**src/rtl/core_pkg.sv**
```systemverilog
// Shared core definitions: ROB sizing defaults, the reorder-buffer entry layout
// and the flush-cause encoding.
package core_pkg;

    localparam int ROB_DEPTH_DEF = 16;
    localparam int NUM_PREGS     = 64;
    localparam int PREG_W_DEF    = $clog2(NUM_PREGS);

    typedef enum logic {
        FLUSH_MISPRED   = 1'b0,
        FLUSH_EXCEPTION = 1'b1
    } flush_cause_e;

    typedef struct packed {
        logic                  valid;
        logic                  done;
        logic [31:0]           pc;
        logic [4:0]            dst_areg;
        logic [PREG_W_DEF-1:0] dst_preg;
        logic [PREG_W_DEF-1:0] old_preg;
        logic [31:0]           val;
        logic                  br_mispred;
        logic                  exception;
    } rob_entry_t;

endpackage

```
**src/rtl/rob_ptr_ctrl.sv**
```systemverilog
// Head/tail pointer control for the reorder buffer; pointers carry one extra
// wrap bit so full and empty can be told apart without a counter.
module rob_ptr_ctrl #(
    parameter int ROB_DEPTH = 16
) (
    input  logic                         clk,
    input  logic                         rst,
    input  logic                         push,
    input  logic                         pop,
    input  logic                         flush,
    output logic [$clog2(ROB_DEPTH)-1:0] head_idx,
    output logic [$clog2(ROB_DEPTH)-1:0] tail_idx,
    output logic                         full,
    output logic                         empty
);

    localparam int IDX_W = $clog2(ROB_DEPTH);
    localparam int PTR_W = IDX_W + 1;

    logic [PTR_W-1:0] head_r;
    logic [PTR_W-1:0] tail_r;

    // Pointer registers; a flush returns both pointers to the origin.
    always_ff @(posedge clk or negedge rst) begin
        if (!rst) begin
            head_r <= {PTR_W{1'b0}};
            tail_r <= {PTR_W{1'b0}};
        end else if (flush) begin
            head_r <= {PTR_W{1'b0}};
            tail_r <= {PTR_W{1'b0}};
        end else begin
            if (push) begin
                tail_r <= tail_r + PTR_W'(1);
            end
            if (pop) begin
                head_r <= head_r + PTR_W'(1);
            end
        end
    end

    assign head_idx = head_r[IDX_W-1:0];
    assign tail_idx = tail_r[IDX_W-1:0];
    assign empty    = (head_r == tail_r);
    assign full     = (head_r[IDX_W-1:0] == tail_r[IDX_W-1:0]) &&
                      (head_r[IDX_W] != tail_r[IDX_W]);

endmodule

```
**src/rtl/reorder_buffer.sv**
```systemverilog
// Reorder buffer: in-order allocation, out-of-order completion, in-order commit
// with flush on branch mispredict or exception at the head.
module reorder_buffer
    import core_pkg::*;
#(
    parameter int ROB_DEPTH = ROB_DEPTH_DEF,
    parameter int PREG_W    = $clog2(NUM_PREGS)
) (
    input  logic                         clk,
    input  logic                         rst,
    input  logic                         alloc_valid,
    output logic                         alloc_ready,
    input  logic [31:0]                  alloc_pc,
    input  logic [4:0]                   alloc_dst_areg,
    input  logic [PREG_W-1:0]            alloc_dst_preg,
    input  logic [PREG_W-1:0]            alloc_old_preg,
    output logic [$clog2(ROB_DEPTH)-1:0] alloc_idx,
    input  logic                         ex_valid,
    input  logic [$clog2(ROB_DEPTH)-1:0] ex_rob_entry_idx,
    input  logic [31:0]                  ex_val,
    input  logic                         br_mispred,
    input  logic                         exception,
    output logic                         commit_valid,
    output logic [31:0]                  commit_pc,
    output logic [4:0]                   commit_dst_areg,
    output logic [PREG_W-1:0]            commit_dst_preg,
    output logic [PREG_W-1:0]            commit_old_preg,
    output logic [31:0]                  commit_val,
    output logic                         flush_valid,
    output logic                         flush_cause,
    output logic [31:0]                  flush_pc
);

    localparam int IDX_W = $clog2(ROB_DEPTH);

    rob_entry_t       rob_r [ROB_DEPTH];
    rob_entry_t       head_entry_s;
    logic [IDX_W-1:0] head_idx_s;
    logic [IDX_W-1:0] tail_idx_s;
    logic             full_s;
    logic             empty_s;
    logic             alloc_fire_s;
    logic             commit_ok_s;
    logic             pop_s;

    rob_ptr_ctrl #(.ROB_DEPTH(ROB_DEPTH)) u_ptr (
        .clk      (clk),
        .rst      (rst),
        .push     (alloc_fire_s),
        .pop      (pop_s),
        .flush    (flush_valid),
        .head_idx (head_idx_s),
        .tail_idx (tail_idx_s),
        .full     (full_s),
        .empty    (empty_s)
    );

    assign head_entry_s = rob_r[head_idx_s];
    assign commit_ok_s  = !empty_s && head_entry_s.valid && head_entry_s.done;
    assign alloc_ready  = !full_s && !flush_valid;
    assign alloc_fire_s = alloc_valid && alloc_ready;
    assign alloc_idx    = tail_idx_s;
    // An excepting head never retires; the flush resets the pointers instead.
    assign pop_s        = commit_ok_s && !head_entry_s.exception;

    // Commit/flush decode from the head entry; exception outranks mispredict.
    always_comb begin
        commit_valid    = 1'b0;
        commit_pc       = 32'h0000_0000;
        commit_dst_areg = 5'h00;
        commit_dst_preg = {PREG_W{1'b0}};
        commit_old_preg = {PREG_W{1'b0}};
        commit_val      = 32'h0000_0000;
        flush_valid     = 1'b0;
        flush_cause     = FLUSH_MISPRED;
        flush_pc        = 32'h0000_0000;
        if (commit_ok_s) begin
            if (head_entry_s.exception) begin
                flush_valid = 1'b1;
                flush_cause = FLUSH_EXCEPTION;
                flush_pc    = head_entry_s.pc;
            end else begin
                commit_valid    = 1'b1;
                commit_pc       = head_entry_s.pc;
                commit_dst_areg = head_entry_s.dst_areg;
                commit_dst_preg = head_entry_s.dst_preg[PREG_W-1:0];
                commit_old_preg = head_entry_s.old_preg[PREG_W-1:0];
                commit_val      = head_entry_s.val;
                if (head_entry_s.br_mispred) begin
                    flush_valid = 1'b1;
                    flush_cause = FLUSH_MISPRED;
                    flush_pc    = head_entry_s.pc;
                end else begin
                    flush_valid = 1'b0;
                end
            end
        end else begin
            commit_valid = 1'b0;
        end
    end

    // Entry storage: allocate at tail, record completions, retire at head.
    always_ff @(posedge clk or negedge rst) begin
        if (!rst) begin
            for (int i = 0; i < ROB_DEPTH; i++) begin
                rob_r[i] <= '0;
            end
        end else if (flush_valid) begin
            for (int i = 0; i < ROB_DEPTH; i++) begin
                rob_r[i] <= '0;
            end
        end else begin
            if (ex_valid && rob_r[ex_rob_entry_idx].valid) begin
                rob_r[ex_rob_entry_idx].done       <= 1'b1;
                rob_r[ex_rob_entry_idx].val        <= ex_val;
                rob_r[ex_rob_entry_idx].br_mispred <= br_mispred;
                rob_r[ex_rob_entry_idx].exception  <= exception;
            end
            if (alloc_fire_s) begin
                rob_r[tail_idx_s] <= '{valid:      1'b1,
                                       done:       1'b0,
                                       pc:         alloc_pc,
                                       dst_areg:   alloc_dst_areg,
                                       dst_preg:   PREG_W_DEF'(alloc_dst_preg),
                                       old_preg:   PREG_W_DEF'(alloc_old_preg),
                                       val:        32'h0000_0000,
                                       br_mispred: 1'b0,
                                       exception:  1'b0};
            end
            if (pop_s) begin
                rob_r[head_idx_s].valid <= 1'b0;
            end
        end
    end

endmodule

```
**config.mk**
```make
export PLATFORM = sky130hd
export DESIGN_NAME = reorder_buffer
export DESIGN_NICKNAME = d
export VERILOG_FILES = /design/src/rtl/core_pkg.sv /design/src/rtl/rob_ptr_ctrl.sv /design/src/rtl/reorder_buffer.sv
export SDC_FILE = /design/constraint.sdc
export NUM_CORES = 2
export LEC_CHECK = 0
export CAP_MARGIN = 5
export CORE_ASPECT_RATIO = 0.75
export CORE_UTILIZATION = 40
export DETAILED_ROUTE_END_ITERATION = 16
export PLACE_DENSITY_LB_ADDON = 0.25
export SYNTH_ARGS = -nofsm -noshare
export SYNTH_HDL_FRONTEND = slang
export SYNTH_HIERARCHICAL = 1
export SYNTH_SLANG_ARGS = --single-unit
```
**constraint.sdc**
```tcl
create_clock -name clk -period 3.95 [get_ports clk]
set_input_delay 0.79 -clock clk [delete_from_list [all_inputs] [get_ports clk]]
set_output_delay 0.79 -clock clk [all_outputs]
set_load 0.005 [all_outputs]
```
* Word-level counts from Yosys, hierarchy flattened *
Index checks and enable logic that the tools add are counted.

storage, ports and cells
  register bits after elaboration = 1,370
  input bits = 91
  output and inout port bits = 121
  logic and storage cells = 230

operators by class
  $add $sub $neg = 2
  magnitude comparators = 6
  equality and inequality tests = 3
  mux-type cells = 54
  bitwise logic cells = 3
  reductions and logical operators = 16

operators by type and width
  cell                                                         count
  bitwise mux 1360 bit                                         6
  two-way mux 1360 bit                                         6
  demux 85 bit (select 4 bit)                                  6
  binary-select mux 85 bit (select 4 bit)                      2
  two-way mux 85 bit                                           6
  two-way mux 32 bit                                           7
  two-way mux 84 bit                                           1
  two-way mux 34 bit                                           1
  two-way mux 5 bit                                            6
  two-way mux 6 bit                                            4
  greater-or-equal comparator 5 bit (second input constant)    3
  less-than comparator 5 x 1 -> 1 bit (second input constant)  3
  inverter 4 -> 5 bit                                          3
  adder 5 x 1 -> 5 bit (second input constant)                 2
  logical AND 1 bit                                            10
  two-way mux 1 bit                                            8
  equality test 5 bit                                          1
  equality test 4 bit                                          1
  zero test 1 bit                                              4
  nonzero test 2 bit                                           2
  two-way mux 2 bit                                            1
  != test 1 bit                                                1

* Longest topological paths before layout *
  depth after elaboration = 17
  depth in mapped cells = 14
  depth with buffers taken out = 10

* Cells and area by module *
The synthesis kept the hierarchy.

by module, submodules not included
  module          instances  cells an instance  area an instance (µm²)  sequential area each (µm²)
  reorder_buffer  1          6,208              66,582.6                34,032.6
  rob_ptr_ctrl    1          55                 559.3                   250.2

* Worst setup path after synthesis *
Ideal clock, no wire load.

  path type = reg2out
  start = register u_ptr.head_r[0]
  end = output port commit_pc[0]
  arrival = 2.772 ns
  required time = 3.160 ns
  slack = 0.388 ns
  stages on the path, launching flop included = 9
  buffers on the path = 5
  cell sequence = dfrtp_1 buf_4 buf_2 buf_2 buf_2 buf_1 mux4_2 mux4_2 and2_1

on the way
  cells in the longest elaborated chain, start to end = 7
  elaborated cells between the ends (all ways) = 10
  classes of those cells = eq/ne (1); mux (5); bitwise (1); reduce/logical (3)

RTL lines
  item                                                    line                  RTL
  start: declaration                                      rob_ptr_ctrl.sv:20    logic [PTR_W-1:0] head_r;
  start signal: assignment                                rob_ptr_ctrl.sv:26    head_r <= {PTR_W{1'b0}};
  start signal: assignment                                rob_ptr_ctrl.sv:29    head_r <= {PTR_W{1'b0}};
  start signal: assignment                                rob_ptr_ctrl.sv:36    head_r <= head_r + PTR_W'(1);
  inverter 4 -> 5 bit (implied by the code)               reorder_buffer.sv:58  assign head_entry_s = rob_r[head_idx_s];
  binary-select mux 85 bit (select 4 bit)                 reorder_buffer.sv:58
  two-way mux 85 bit (implied by the code) (2 in series)  reorder_buffer.sv:58
  logical AND 1 bit (2 in series)                         reorder_buffer.sv:59  assign commit_ok_s = !empty_s && head_entry_s.valid && head_entry_s.done;
  two-way mux 32 bit (*)                                  reorder_buffer.sv:77  if (commit_ok_s) begin
  end: declaration                                        reorder_buffer.sv:24  output logic [31:0] commit_pc,

Mark *: on every way between the ends. The rest lies on a longest branch, timed or not. The select of a mux whose other input is x is not followed.

* Final worst setup path *
  start = register u_ptr.head_r[1]
  end = output port flush_pc[21]

on the way
  cells in the longest elaborated chain, start to end = 7
  elaborated cells between the ends (all ways) = 11
  classes of those cells = eq/ne (1); mux (6); bitwise (1); reduce/logical (3)

RTL lines
  item                                                            line                                        RTL
  inverter 4 -> 5 bit (implied by the code)                       reorder_buffer.sv:58
  binary-select mux 85 bit (select 4 bit)                         reorder_buffer.sv:58
  two-way mux 85 bit (implied by the code) (2 in series)          reorder_buffer.sv:58
  two-way mux 32 bit / logical AND 1 bit (equally long branches)  reorder_buffer.sv:89, reorder_buffer.sv:59
  two-way mux 32 bit / logical AND 1 bit (equally long branches)  reorder_buffer.sv:78, reorder_buffer.sv:59
  two-way mux 32 bit (*)                                          reorder_buffer.sv:77
  end: declaration                                                reorder_buffer.sv:31                        output logic [31:0] flush_pc

Marked as above.

==> impl_summary.log <==
INFO  metric outcome = complete, but fails checks
INFO  metric failed_checks = setup timing
INFO  metric utilization = between 40% and 50%
INFO  metric final_cells = 8606
INFO  metric ys_ff_latch = 1370
INFO  metric wl_per_cell = 28.52 um
INFO  metric postPlaceCellArea = 72020 um^2
INFO  metric synth_flop_cell = dfrtp_1
INFO  metric num_rows = around 130
INFO  metric gr-total-overflow = 0
INFO  metric wire_length_of_the_first_global_routing_pass = around 360000 um
INFO  metric cts-root-to-sink-buffers = 3
INFO  metric place_hpwl = 132700 um
INFO  metric worst_hold_slack = approximately 0.52 ns
INFO  metric synth.top_cell.area_share = about half
INFO  metric synth_edf_count = 0
INFO  metric initial_detailed_routing_violation_count = about 6.3k
INFO  metric h_tree_level_count = 4
INFO  metric crit_arrival = between 3 and 4 ns
INFO  metric syn-mean-instance-area = around 11 um^2
INFO  metric tritoncts = built
INFO  metric initial_antenna_violation_count = 37
INFO  metric worst_margin_slew = 1.236 ns
INFO  metric required_time_of_the_critical_path = 3.16 ns
INFO  metric effective_utilization_at_floorplan = around two fifths
INFO  metric fin_nets = approximately 6.3k
INFO  metric clock-skew-final = 0.05696 ns
INFO  metric power_consumption = between 0.06 and 0.07 W
INFO  metric cts_made_buffers = around 140
INFO  metric netlist_instances = 6263
INFO  metric final_antenna_net_count = 0
INFO  metric crit_path_max_fanout = 6
INFO  metric asyncSetResetFlopFracSynth = between 90% and 100%
INFO  metric core_region_area = 165800 um^2
INFO  metric total_of_endpoints_with_negative_setup_slack_in_the_final_report = ~120
INFO  metric synth_cell_types = 37
INFO  metric drt_drc_violations_left = 0
INFO  metric static-leakage-power = 35.62 nW
INFO  metric fp.dieArea = around 170000 um^2
INFO  metric area_delta_synth_final = 17.23%
INFO  metric count_of_endpoints_failing_hold_in_the_final_timing_report = 0
INFO  metric maxSlewViolCount = 0
INFO  metric endpoint_kind = primary output
INFO  metric setup_ws = -0.4466 ns
INFO  metric number_of_global_route_vias_before_repair = 49.94k
INFO  metric fin_area = between 70000 and 80000 um^2
INFO  metric synthMostInstantiatedCell = nand2_1
INFO  metric mappedNetlistArea = 67140 um^2
INFO  metric gr-usage-all-layers = 28.44%
INFO  metric post_route_cells_drive_above_1_share = between 10% and 20%
INFO  metric filler_cell_count = ~15k
INFO  metric die_h = between 300 and 400 um
INFO  metric relative_slew_margins = roughly 18%
INFO  metric period_share = 111.3%
INFO  metric fmax = about 230 MHz
INFO  metric vias = approximately 52k
INFO  metric drt_wl_total = about 250000 um
INFO  metric synth_common_cells = nand2_1 (1586), dfrtp_1 (1370), a21oi_1 (784), nor3_1 (569), mux2i_1 (551)
INFO  metric min_path_type = reg -> reg
INFO  metric clk_latency = about 0.81 ns
INFO  metric power.density = 832.6 nW/um^2
INFO  metric dp_cells = 8223
INFO  metric ir_drop = approximately 920 uV
INFO  metric startpoint_type = flip-flop
INFO  metric floorplan.die.width = ~480 um
INFO  metric drt_pass1_iterations = 5
INFO  metric gp_congestion = 0.8107
INFO  metric grt_setup_unrepaired = true
INFO  metric cts-root-buf = clkbuf_16
INFO  metric detail_route.vias_per_cell = about 6
INFO  metric drv_cap = 0
INFO  metric synth.area.top_cells = dfrtp_1 (51%), mux4_2 (14%), nand2_1 (8.9%), mux2i_1 (8.2%), a21oi_1 (5.8%)
INFO  metric pin_count = around 210
INFO  metric clock_sink_count = ~1.4k
INFO  metric min_period = 4.397 ns
INFO  metric post-synth-top-area-cell = dfrtp_1
INFO  metric part_of_the_yosys_area_used_for_sequential_elements = between 50% and 60%
INFO  metric synthesis.nets = roughly 6.4k
INFO  metric io_buffer_count = between 200 and 250
INFO  metric yosysWarningCount = 6
INFO  metric critPathKind = reg -> out
INFO  metric cts.reportedPaths.clkPinSlew = roughly 0.06 ns
INFO  metric maximum_number_of_pins_on_one_net_before_global_route_repair = 210
## cell usage in the layout, fill, tap and decap left out, types with 11 or more instances in the layout
cell	instances
buf_16	23
nor2b_1	21
mux4_2	423
nor2_1	44
mux2i_1	551
nand2_4	11
clkbuf_2	27
a21oi_1	784
buf_4	146
and2_1	59
buf_2	39
and2_4	59
clkbuf_16	161
clkinv_2	15
buf_12	108
clkbuf_1	35
dfrtp_1	1366
nor2_4	17
bufinv_16	13
nor3_1	564
buf_6	68
clkdlybuf4s50_1	93
nand2_1	1575
clkbuf_8	28
diode_2	16
## path summary, 6_finish.rpt
| check | slack, ns | to | cells past startpoint | start |
|---|---|---|---|---|
| max | -0.45 | flush_pc[21] | 12 | u_ptr/head_r[1] |
| min | 0.52 | rob_r[1092] | 2 | rob_r[1092] |
| max reg2reg | 0.03 | rob_r[1253] | 13 | u_ptr/head_r[1] |
| min reg2reg | 0.52 | rob_r[1092] | 2 | rob_r[1092] |
| max in group asynchronous | 2.16 | rob_r[344] | 3 | rst |
| min in group asynchronous | 0.56 | rob_r[943] | 2 | rst |
## stage by stage
stage	setup slack [ns]	TNS [ns]
after floorplan	0.3880	0
after global placement	0.1519	0
after detailed placement	0.1443	0
after CTS	-0.6662	-53.96
after global routing	-0.5293	-51.84
final	-0.4466	-40.68
## repair_timing
item | 4_1_cts | 5_1_grt
resized for setup | 265 | 297
setup buffers | 28 | 57
pin swaps | 8 | 13
hold buffers | 1 | 0
endpoints found under the setup margin | 117 | 116
hold endpoints to repair | 15 | 0
cloned | 15 | 17
## layout make-up
type                            count  area (um^2)  share of cell area, %
Antenna cell                       16        40.04                0.05087
Clock buffer                      208         4145                  5.266
Clock inverter                     49        788.3                  1.001
Multi-Input combinational cell   4195        29980                  38.09
Sequential cell                  1370        34300                  43.57
Tap cell                         2227         2786                  3.540
Timing Repair Buffer              541         6675                  8.481
## layer usage
| metal | share of wire (%) | wire [um] | global-route usage [%] | up-vias |
|---|---|---|---|---|
| met5 | 0.083 | 204 | 0 | - |
| met4 | 2.9 | 7139 | 8.494 | 34 |
| met3 | 9.6 | 23480 | 6.947 | 398 |
| met2 | 45 | 111600 | 42.58 | 2512 |
| met1 | 42 | 103000 | 40.85 | 27140 |
| li1 | - | - | - | 21700 |
## state kept, by name, indices dropped and copies added (netlist names)
register,flops
u_ptr/head_r,5
u_ptr/tail_r,5
rob_r,1360
## kinds of logic after synthesis
logic type               synth area share [%]
buffers and inverters                   5.020
AO/OA/AOI/OAI                           6.168
adder cells (fa/ha/maj)               0.03726
flip-flops                              51.06
AND/OR/NAND/NOR                         15.12
XOR/XNOR                               0.1696
multiplexers                            22.42
## power by group
group / switching, W / internal, W / total, W
Sequential: 0.00315 / 0.0198 / 0.0229
Combinational: 0.0151 / 0.0132 / 0.0283
Clock: 0.00611 / 0.00822 / 0.0143
Total: 0.0243 / 0.0412 / 0.0655
## worst max-delay path: stages (launching register included)
cell      delay, ns
dfrtp_4        0.49
buf_12         0.15
mux2i_1        0.12
mux4_2         0.47
a2111o_1       0.42
buf_6          0.14
a211oi_4       0.29
buf_12         0.18
buf_6          0.11
buf_12         0.13
buf_6          0.10
and2_4         0.13
buf_6          0.09
Power figures use the tool's default switching activity.
